### config.mk
export PLATFORM = sky130hd
export DESIGN_NAME = regfile_port_arbiter
export DESIGN_NICKNAME = d
export VERILOG_FILES = /design/src/rtl/regfile_port_arbiter.sv
export SDC_FILE = /design/constraint.sdc
export NUM_CORES = 1
export LEC_CHECK = 0
export ABC_CLOCK_PERIOD_IN_PS = 3230
export BUFFER_PORTS_ARGS = -buffer_cell sky130_fd_sc_hd__buf_2
export CORE_ASPECT_RATIO = 1.1
export CORE_MARGIN = 2
export CORE_UTILIZATION = 49
export DETAILED_ROUTE_END_ITERATION = 7
export GPL_ROUTABILITY_DRIVEN = 0
export PLACE_DENSITY = 0.86
export SLEW_MARGIN = 20
export SYNTH_ARGS = -nofsm -noshare
export SYNTH_HDL_FRONTEND = slang
export SYNTH_SLANG_ARGS = --single-unit
### constraint.sdc
create_clock -name clk -period 3.23 [get_ports clk]
set_clock_uncertainty 0.2 [all_clocks]
set_input_delay 0.4845 -clock clk [delete_from_list [all_inputs] [get_ports clk]]
set_output_delay 0.4845 -clock clk [all_outputs]
set_load 0.03 [all_outputs]
### src/rtl/regfile_port_arbiter.sv
// Write-port arbiter for the 32x32 register file, shared by writeback, MDU and CP0,
// plus a pending-MDU-write scoreboard used by decode for RAW hazard stalls.
module regfile_port_arbiter #(
  parameter int unsigned STARVE_LIMIT = 4
) (
  input  logic        clk,
  input  logic        rst,
  input  logic        pipe_req,
  input  logic [4:0]  pipe_addr,
  input  logic [31:0] pipe_data,
  input  logic        mdu_req,
  input  logic [4:0]  mdu_addr,
  input  logic [31:0] mdu_data,
  input  logic        cp0_req,
  input  logic [4:0]  cp0_addr,
  input  logic [31:0] cp0_data,
  output logic        pipe_gnt,
  output logic        mdu_gnt,
  output logic        cp0_gnt,
  output logic        rf_we,
  output logic [4:0]  rf_waddr,
  output logic [31:0] rf_wdata,
  input  logic        mdu_issue,
  input  logic [4:0]  mdu_issue_addr,
  input  logic [4:0]  rs_addr,
  input  logic [4:0]  rt_addr,
  output logic        rs_busy,
  output logic        rt_busy,
  output logic        sb_conflict
);

  localparam logic [2:0] LIMIT = 3'(STARVE_LIMIT);

  logic [2:0]  mdu_wait_q, mdu_wait_d;
  logic [2:0]  cp0_wait_q, cp0_wait_d;
  logic        rf_we_q, rf_we_d;
  logic [4:0]  rf_waddr_q, rf_waddr_d;
  logic [31:0] rf_wdata_q, rf_wdata_d;
  logic        wr_mdu_q, wr_mdu_d;
  logic [31:1] busy_q, busy_d;
  logic        sb_conflict_q, sb_conflict_d;
  logic [31:0] busy_vec;
  logic        mdu_boost, cp0_boost;

  assign mdu_boost = mdu_req && (mdu_wait_q >= LIMIT);
  assign cp0_boost = cp0_req && (cp0_wait_q >= LIMIT);

  always_comb begin
    pipe_gnt = 1'b0;
    mdu_gnt  = 1'b0;
    cp0_gnt  = 1'b0;
    if (rst) begin
      if (mdu_boost)      mdu_gnt  = 1'b1;
      else if (cp0_boost) cp0_gnt  = 1'b1;
      else if (pipe_req)  pipe_gnt = 1'b1;
      else if (mdu_req)   mdu_gnt  = 1'b1;
      else if (cp0_req)   cp0_gnt  = 1'b1;
    end
  end

  // Counters only run while a request is actually being refused.
  always_comb begin
    mdu_wait_d = 3'd0;
    cp0_wait_d = 3'd0;
    if (mdu_req && !mdu_gnt) mdu_wait_d = (mdu_wait_q == 3'd7) ? 3'd7 : mdu_wait_q + 3'd1;
    if (cp0_req && !cp0_gnt) cp0_wait_d = (cp0_wait_q == 3'd7) ? 3'd7 : cp0_wait_q + 3'd1;
  end

  always_comb begin
    rf_we_d    = 1'b0;
    rf_waddr_d = rf_waddr_q;
    rf_wdata_d = rf_wdata_q;
    wr_mdu_d   = 1'b0;
    if (pipe_gnt) begin
      rf_waddr_d = pipe_addr;
      rf_wdata_d = pipe_data;
    end else if (mdu_gnt) begin
      rf_waddr_d = mdu_addr;
      rf_wdata_d = mdu_data;
      wr_mdu_d   = 1'b1;
    end else if (cp0_gnt) begin
      rf_waddr_d = cp0_addr;
      rf_wdata_d = cp0_data;
    end
    if (pipe_gnt || mdu_gnt || cp0_gnt) rf_we_d = (rf_waddr_d != 5'd0);
  end

  // Clear uses the write stage, so the falling-edge write has landed before busy drops.
  for (genvar gi = 1; gi < 32; gi++) begin : g_busy
    logic set_bit, clr_bit;
    assign set_bit    = mdu_issue && (mdu_issue_addr == 5'(gi));
    assign clr_bit    = wr_mdu_q && (rf_waddr_q == 5'(gi));
    assign busy_d[gi] = set_bit || (busy_q[gi] && !clr_bit);
  end

  assign busy_vec      = {busy_q, 1'b0};
  assign sb_conflict_d = mdu_issue && (mdu_issue_addr != 5'd0) && busy_vec[mdu_issue_addr];

  always_ff @(posedge clk) begin
    if (!rst) begin
      mdu_wait_q    <= 3'd0;
      cp0_wait_q    <= 3'd0;
      rf_we_q       <= 1'b0;
      rf_waddr_q    <= 5'd0;
      rf_wdata_q    <= 32'd0;
      wr_mdu_q      <= 1'b0;
      busy_q        <= '0;
      sb_conflict_q <= 1'b0;
    end else begin
      mdu_wait_q    <= mdu_wait_d;
      cp0_wait_q    <= cp0_wait_d;
      rf_we_q       <= rf_we_d;
      rf_waddr_q    <= rf_waddr_d;
      rf_wdata_q    <= rf_wdata_d;
      wr_mdu_q      <= wr_mdu_d;
      busy_q        <= busy_d;
      sb_conflict_q <= sb_conflict_d;
    end
  end

  assign rf_we       = rf_we_q;
  assign rf_waddr    = rf_waddr_q;
  assign rf_wdata    = rf_wdata_q;
  assign sb_conflict = sb_conflict_q;
  assign rs_busy     = busy_vec[rs_addr];
  assign rt_busy     = busy_vec[rt_addr];

endmodule

## Word level (Yosys, flattened, before mapping)

Index checks and enable logic that the tools add are counted.

| word-level totals | value |
|---|---|
| bits in registers | 77 |
| input port bits | 132 |
| output and inout port bits | 44 |
| logic and storage cells | 282 |

| cells by class | value |
|---|---|
| $add $sub $neg | 2 |
| order comparisons | 5 |
| equal/unequal tests | 64 |
| mux-type cells | 30 |
| bitwise operators | 1 |
| reduce and logical (&&, ||, !) cells | 172 |

Operators by type and width:

| kind | number |
|---|---|
| 5-bit equality test (second input constant) | 32 |
| 1-bit logical AND | 99 |
| 32-bit 2-to-1 mux | 3 |
| 5-bit by 4-bit equality test with 1-bit output (second input constant) | 16 |
| 5-bit by 3-bit equality test with 1-bit output (second input constant) | 8 |
| 1-bit zero test | 33 |
| 1-bit logical OR | 33 |
| 5-bit by 2-bit equality test with 1-bit output (second input constant) | 4 |
| 1-bit 2-to-1 mux | 19 |
| 5-bit by 6-bit < comparator with 1-bit output (second input constant) | 3 |
| 1-bit binary-select mux with 5-bit select | 3 |
| 5-bit 2-to-1 mux | 3 |
| 5-bit by 1-bit equality test with 1-bit output (second input constant) | 2 |
| 5-bit nonzero test | 2 |
| 3-bit by 1-bit adder with 3-bit output (second input constant) | 2 |
| 3-bit equality test (second input constant) | 2 |
| 3-bit greater-or-equal comparator (second input constant) | 2 |
| 3-bit 2-to-1 mux | 2 |
| 2-bit AND reduction | 3 |
| 3-bit nonzero test | 1 |
| 2-bit OR reduction | 1 |
| 1-bit inverter | 1 |

## Depth between registers and ports, before layout

| logic depth | value |
|---|---|
| word-level depth | 10 |
| depth in mapped cells | 9 |
| gate-level depth less buffers | 6 |

## Worst setup path before layout

OpenSTA, ideal clock, no wires.

| timing | value |
|---|---|
| path kind | input to output |
| start | input port rs_addr[0] |
| end | output port rs_busy |
| arrival time | 2.017 ns |
| required time | 2.545 ns |
| path slack | 0.529 ns |
| stages | 4 |
| buffers on the path | 1 |
| cell sequence | buf_2 -> mux4_2 -> mux4_2 -> mux2_2 |

| between the ends | value |
|---|---|
| word-level cells in the longest chain between the ends | 2 |

RTL lines:

| what | RTL line | text |
|---|---|---|
| from (decl) | 25 | `input logic [4:0] rs_addr,` |
| 1-bit binary-select mux with 5-bit select | 125 | `assign rs_busy = busy_vec[rs_addr];` |
| 1-bit 2-to-1 mux (not written as such) | 125 |  |
| to (decl) | 27 | `output logic rs_busy,` |

Every way passes these cells. The select of a mux whose other input is x is not followed.

## Worst setup path in the final report

| timing | value |
|---|---|
| start | register mdu_wait_q[2] |
| end | output port cp0_gnt |

| between the ends | value |
|---|---|
| word-level cells in the longest chain between the ends | 4 |

RTL lines:

| what | RTL line | text |
|---|---|---|
| from (decl) | 34 | `logic [2:0] mdu_wait_q, mdu_wait_d;` |
| from (signal assigned) | 110 | `mdu_wait_q <= mdu_wait_d;` |
| 3-bit greater-or-equal comparator | 45 | `assign mdu_boost = mdu_req && (mdu_wait_q >= LIMIT);` |
| 1-bit logical AND | 45 |  |
| 1-bit 2-to-1 mux | 53 | `if (mdu_boost) mdu_gnt = 1'b1;` |
| 1-bit 2-to-1 mux | 52 | `if (rst) begin` |
| to (decl) | 19 | `output logic cp0_gnt,` |

Every way passes these cells.

==> impl_metrics.csv <==
group,metric,value,unit
global_route,grt_util_all_layers,28.3,%
synth,syn_area_per_cell,8.83,µm²
pwr,p_total,0.00234,W
outcome,status,"finished clean",
critical_path,worstPathMaxFanout,7,
sta,min_period_over_period,91.2,%
global_route,antenna_found_initial,1,
floorplanning,core,8870,µm²
floorplanning,rows,36,
floorplanning,ios,176,
layout,drive_above_1_share,34.7,%
min_path,min_path_type,"primary input to register",
cts,htreeDepth,3,
layout,layout_commonest_cell,"buf_2",
cts,cts.clk_slew.worst_paths,0.09,ns
critical_path,crit_family,"compound AO/OA/AOI/OAI gates",
sta,clock.fmax,339,MHz
global_route,grt_pass1_wl,22.2,mm
routing,vias,4564,
routing,wl,13.5,mm
pwr,peakVddDrop,0.203,mV
critical_path,setup.worst_path.end_class,"output pin",
layout,areaGrowthSynthToFinish,25.6,%
layout,fin_nets,794,
pwr,cellLeakagePower,2.50,nW
cts,cts_tree,"built",
synth,synthArstFlopShare,0,%
cts,clock_path_buffers,2,
floorplanning,die_area,9910,µm²
cts,clk_latency,0.35,ns
critical_path,cp_slowest_stage_delay,0.75,ns
critical_path,cp-start-kind,"register",
global_route,grt_max_degree,57,
routing,drc,0,
placement,dp_slack,0.351,ns
placement,port_buffers,175,
sta,hold_violations,0,
sta,finalSetupTns,0,ns
critical_path,critPathKind,"register to output pin",
synth,ys_ff_latch,77,
routing,drtIter0Drc,254,
floorplanning,die_x,95.1,µm
routing,highest_layer,"met4",
synth,synth-edff-count,0,
floorplanning,start_util,50.4,%
synth,ys_warn_count,0,
critical_path,worstPathArrival,2.26,ns
layout,fin_area,5620,µm²
critical_path,cp_slowest_cell,"o21ai_0",
critical_path,required,2.55,ns
routing,wl_met2,6.82,mm
critical_path,crit_chain,"a21boi_0 -> o21ai_0 -> inv_1 -> buf_2",
global_route,grt_pass1_vias,4726,
sta,worst_slack,0.283,ns
sta,rsz0062_at_grt,"no",
sta,worst_pin_slew,0.917,ns
layout,fillCellCount,730,
global_route,overflow,0,
flow_run,maxCapViolCount,0,
routing,via_per_inst,5.85,
floorplanning,die_y,104,µm
sta,maxSlewHeadroom,38.2,%
placement,placed_area,5390,µm²
synth,syn_inst,507,
synth,synthFlopType,"dfxtp_1",
synth,syn_area,4470,µm²
pwr,p_per_area,417,nW/µm²
cts,cts_root_buf,"clkbuf_8",
cts,cts-resized-gates,0,
sta,fin_crit,2.95,ns
routing,wl_met3,1.16,mm
placement,dpl.hpwl,10.6,mm
synth,syn_nets,641,
synth,synth.distinct_cells,38,
routing,wire_per_inst,17.3,µm
routing,met1Wirelength,4.96,mm
cts,post_cts_buffers,0,
sta,setup_viol,0,
layout,final_cell_mix,"175 x buf_2, 105 x nand2_1, 77 x dfxtp_1",
cts,postCtsHoldBufs,0,
cts,cts.sinks,77,
critical_path,path_buf_inv,2,
routing,antenna_left,0,
synth,yosysSeqAreaShare,34.5,%
sta,drv_slew,0,
cts,cts_made_buffers,9,
routing,dr.pass1.iters,7,
-- cells in the mapped netlist (4+ instances only) --
cell	number	area (µm²)
o21ai_0	42	210
o22ai_1	4	25.0
o211ai_1	28	210
o22a_1	4	35.0
mux2i_1	32	320
nand2b_1	10	62.6
nor3_1	9	45.0
buf_2	14	70.1
a21oi_1	10	50.1
nor2b_1	8	50.1
dfxtp_1	77	1540
a21boi_0	59	443
nand3_1	6	30.0
inv_1	4	15.0
clkbuf_1	21	78.8
mux2_2	4	45.0
mux4_2	25	563
nand2_1	105	394
nor2_1	16	60.1
-- stage by stage --
| step | utilization [%] | std cells | hold WS [ns] |
|---|---|---|---|
| 5_1_grt | 63.3 | 779 | 0.198 |
| 3_5_place_dp | 60.8 | 763 | 0.248 |
| 2_1_floorplan | - | 507 | 0.207 |
| 3_3_place_gp | 60.8 | 763 | 0.216 |
| 6_report | 63.3 | 780 | 0.205 |
| 4_1_cts | 63.3 | 779 | 0.194 |
-- state kept, by name (all words and copies together), names as in the netlist --
name and cells:
rf_wdata 32, busy_q 31, rf_waddr 5, cp0_wait_q 3
mdu_wait_q 3, rf_we 1, sb_conflict 1, wr_mdu_q 1
-- routing by layer --
layer	vias up	track usage, %
met5	-	0
met4	0	15.6
met3	48	6.38
met2	248	47.6
met1	2120	32.5
li1	2148	-
-- path summary, 6_finish.rpt --
kind,startpoint,end,slack [ns],cells past startpoint
worst max register to register,mdu_wait_q[2],rf_wdata[28],0.56,7
worst min-delay path,pipe_data[18],rf_wdata[18],0.21,3
worst max-delay path,mdu_wait_q[2],cp0_gnt,0.28,4
worst min register to register,mdu_wait_q[0],mdu_wait_q[0],0.26,1
-- worst reg2reg max path: stages, from the launching register on --
cell	delay (ns)
dfxtp_1	0.47
a21boi_0	0.16
o21ai_0	0.75
inv_1	0.27
nor2_2	0.17
buf_4	0.31
nand2_1	0.10
a21boi_0	0.17
-- logic make-up (layout without fill, tap and decap cells) --
| family | Yosys count | count (layout) | share of synthesized area (%) |
|---|---|---|---|
| compound gates | 158 | 158 | 23.8 |
| fa+ha+maj | 2 | 2 | 0.559 |
| buf+inv | 43 | 201 | 4.19 |
| flops | 77 | 77 | 34.5 |
| mux | 61 | 61 | 20.7 |
| other cells | 0 | 1 | 0 |
| simple gates | 166 | 166 | 16.3 |
-- where the power goes --
part / internal [W] / leakage (nW) / total (W) / switching, W
registers: 0.000999 / 0.629 / 0.00104 / 0.0000407
clock network: 0.000439 / 0.110 / 0.000809 / 0.000370
logic: 0.000198 / 1.76 / 0.000494 / 0.000296
total: 0.00164 / 2.50 / 0.00234 / 0.000707
-- area by class of cell --
class	instances	area (µm²)	area share, %
multi-input cells	387	2760	49.1
flip-flops and latches	77	1540	27.4
diodes	1	2.50	0.0445
repair buffers	181	933	16.6
well taps	114	143	2.54
clock inverters	7	98.8	1.76
clock buffers	9	124	2.20
inverters	4	15.0	0.267
(Power assumes the default switching activity.)
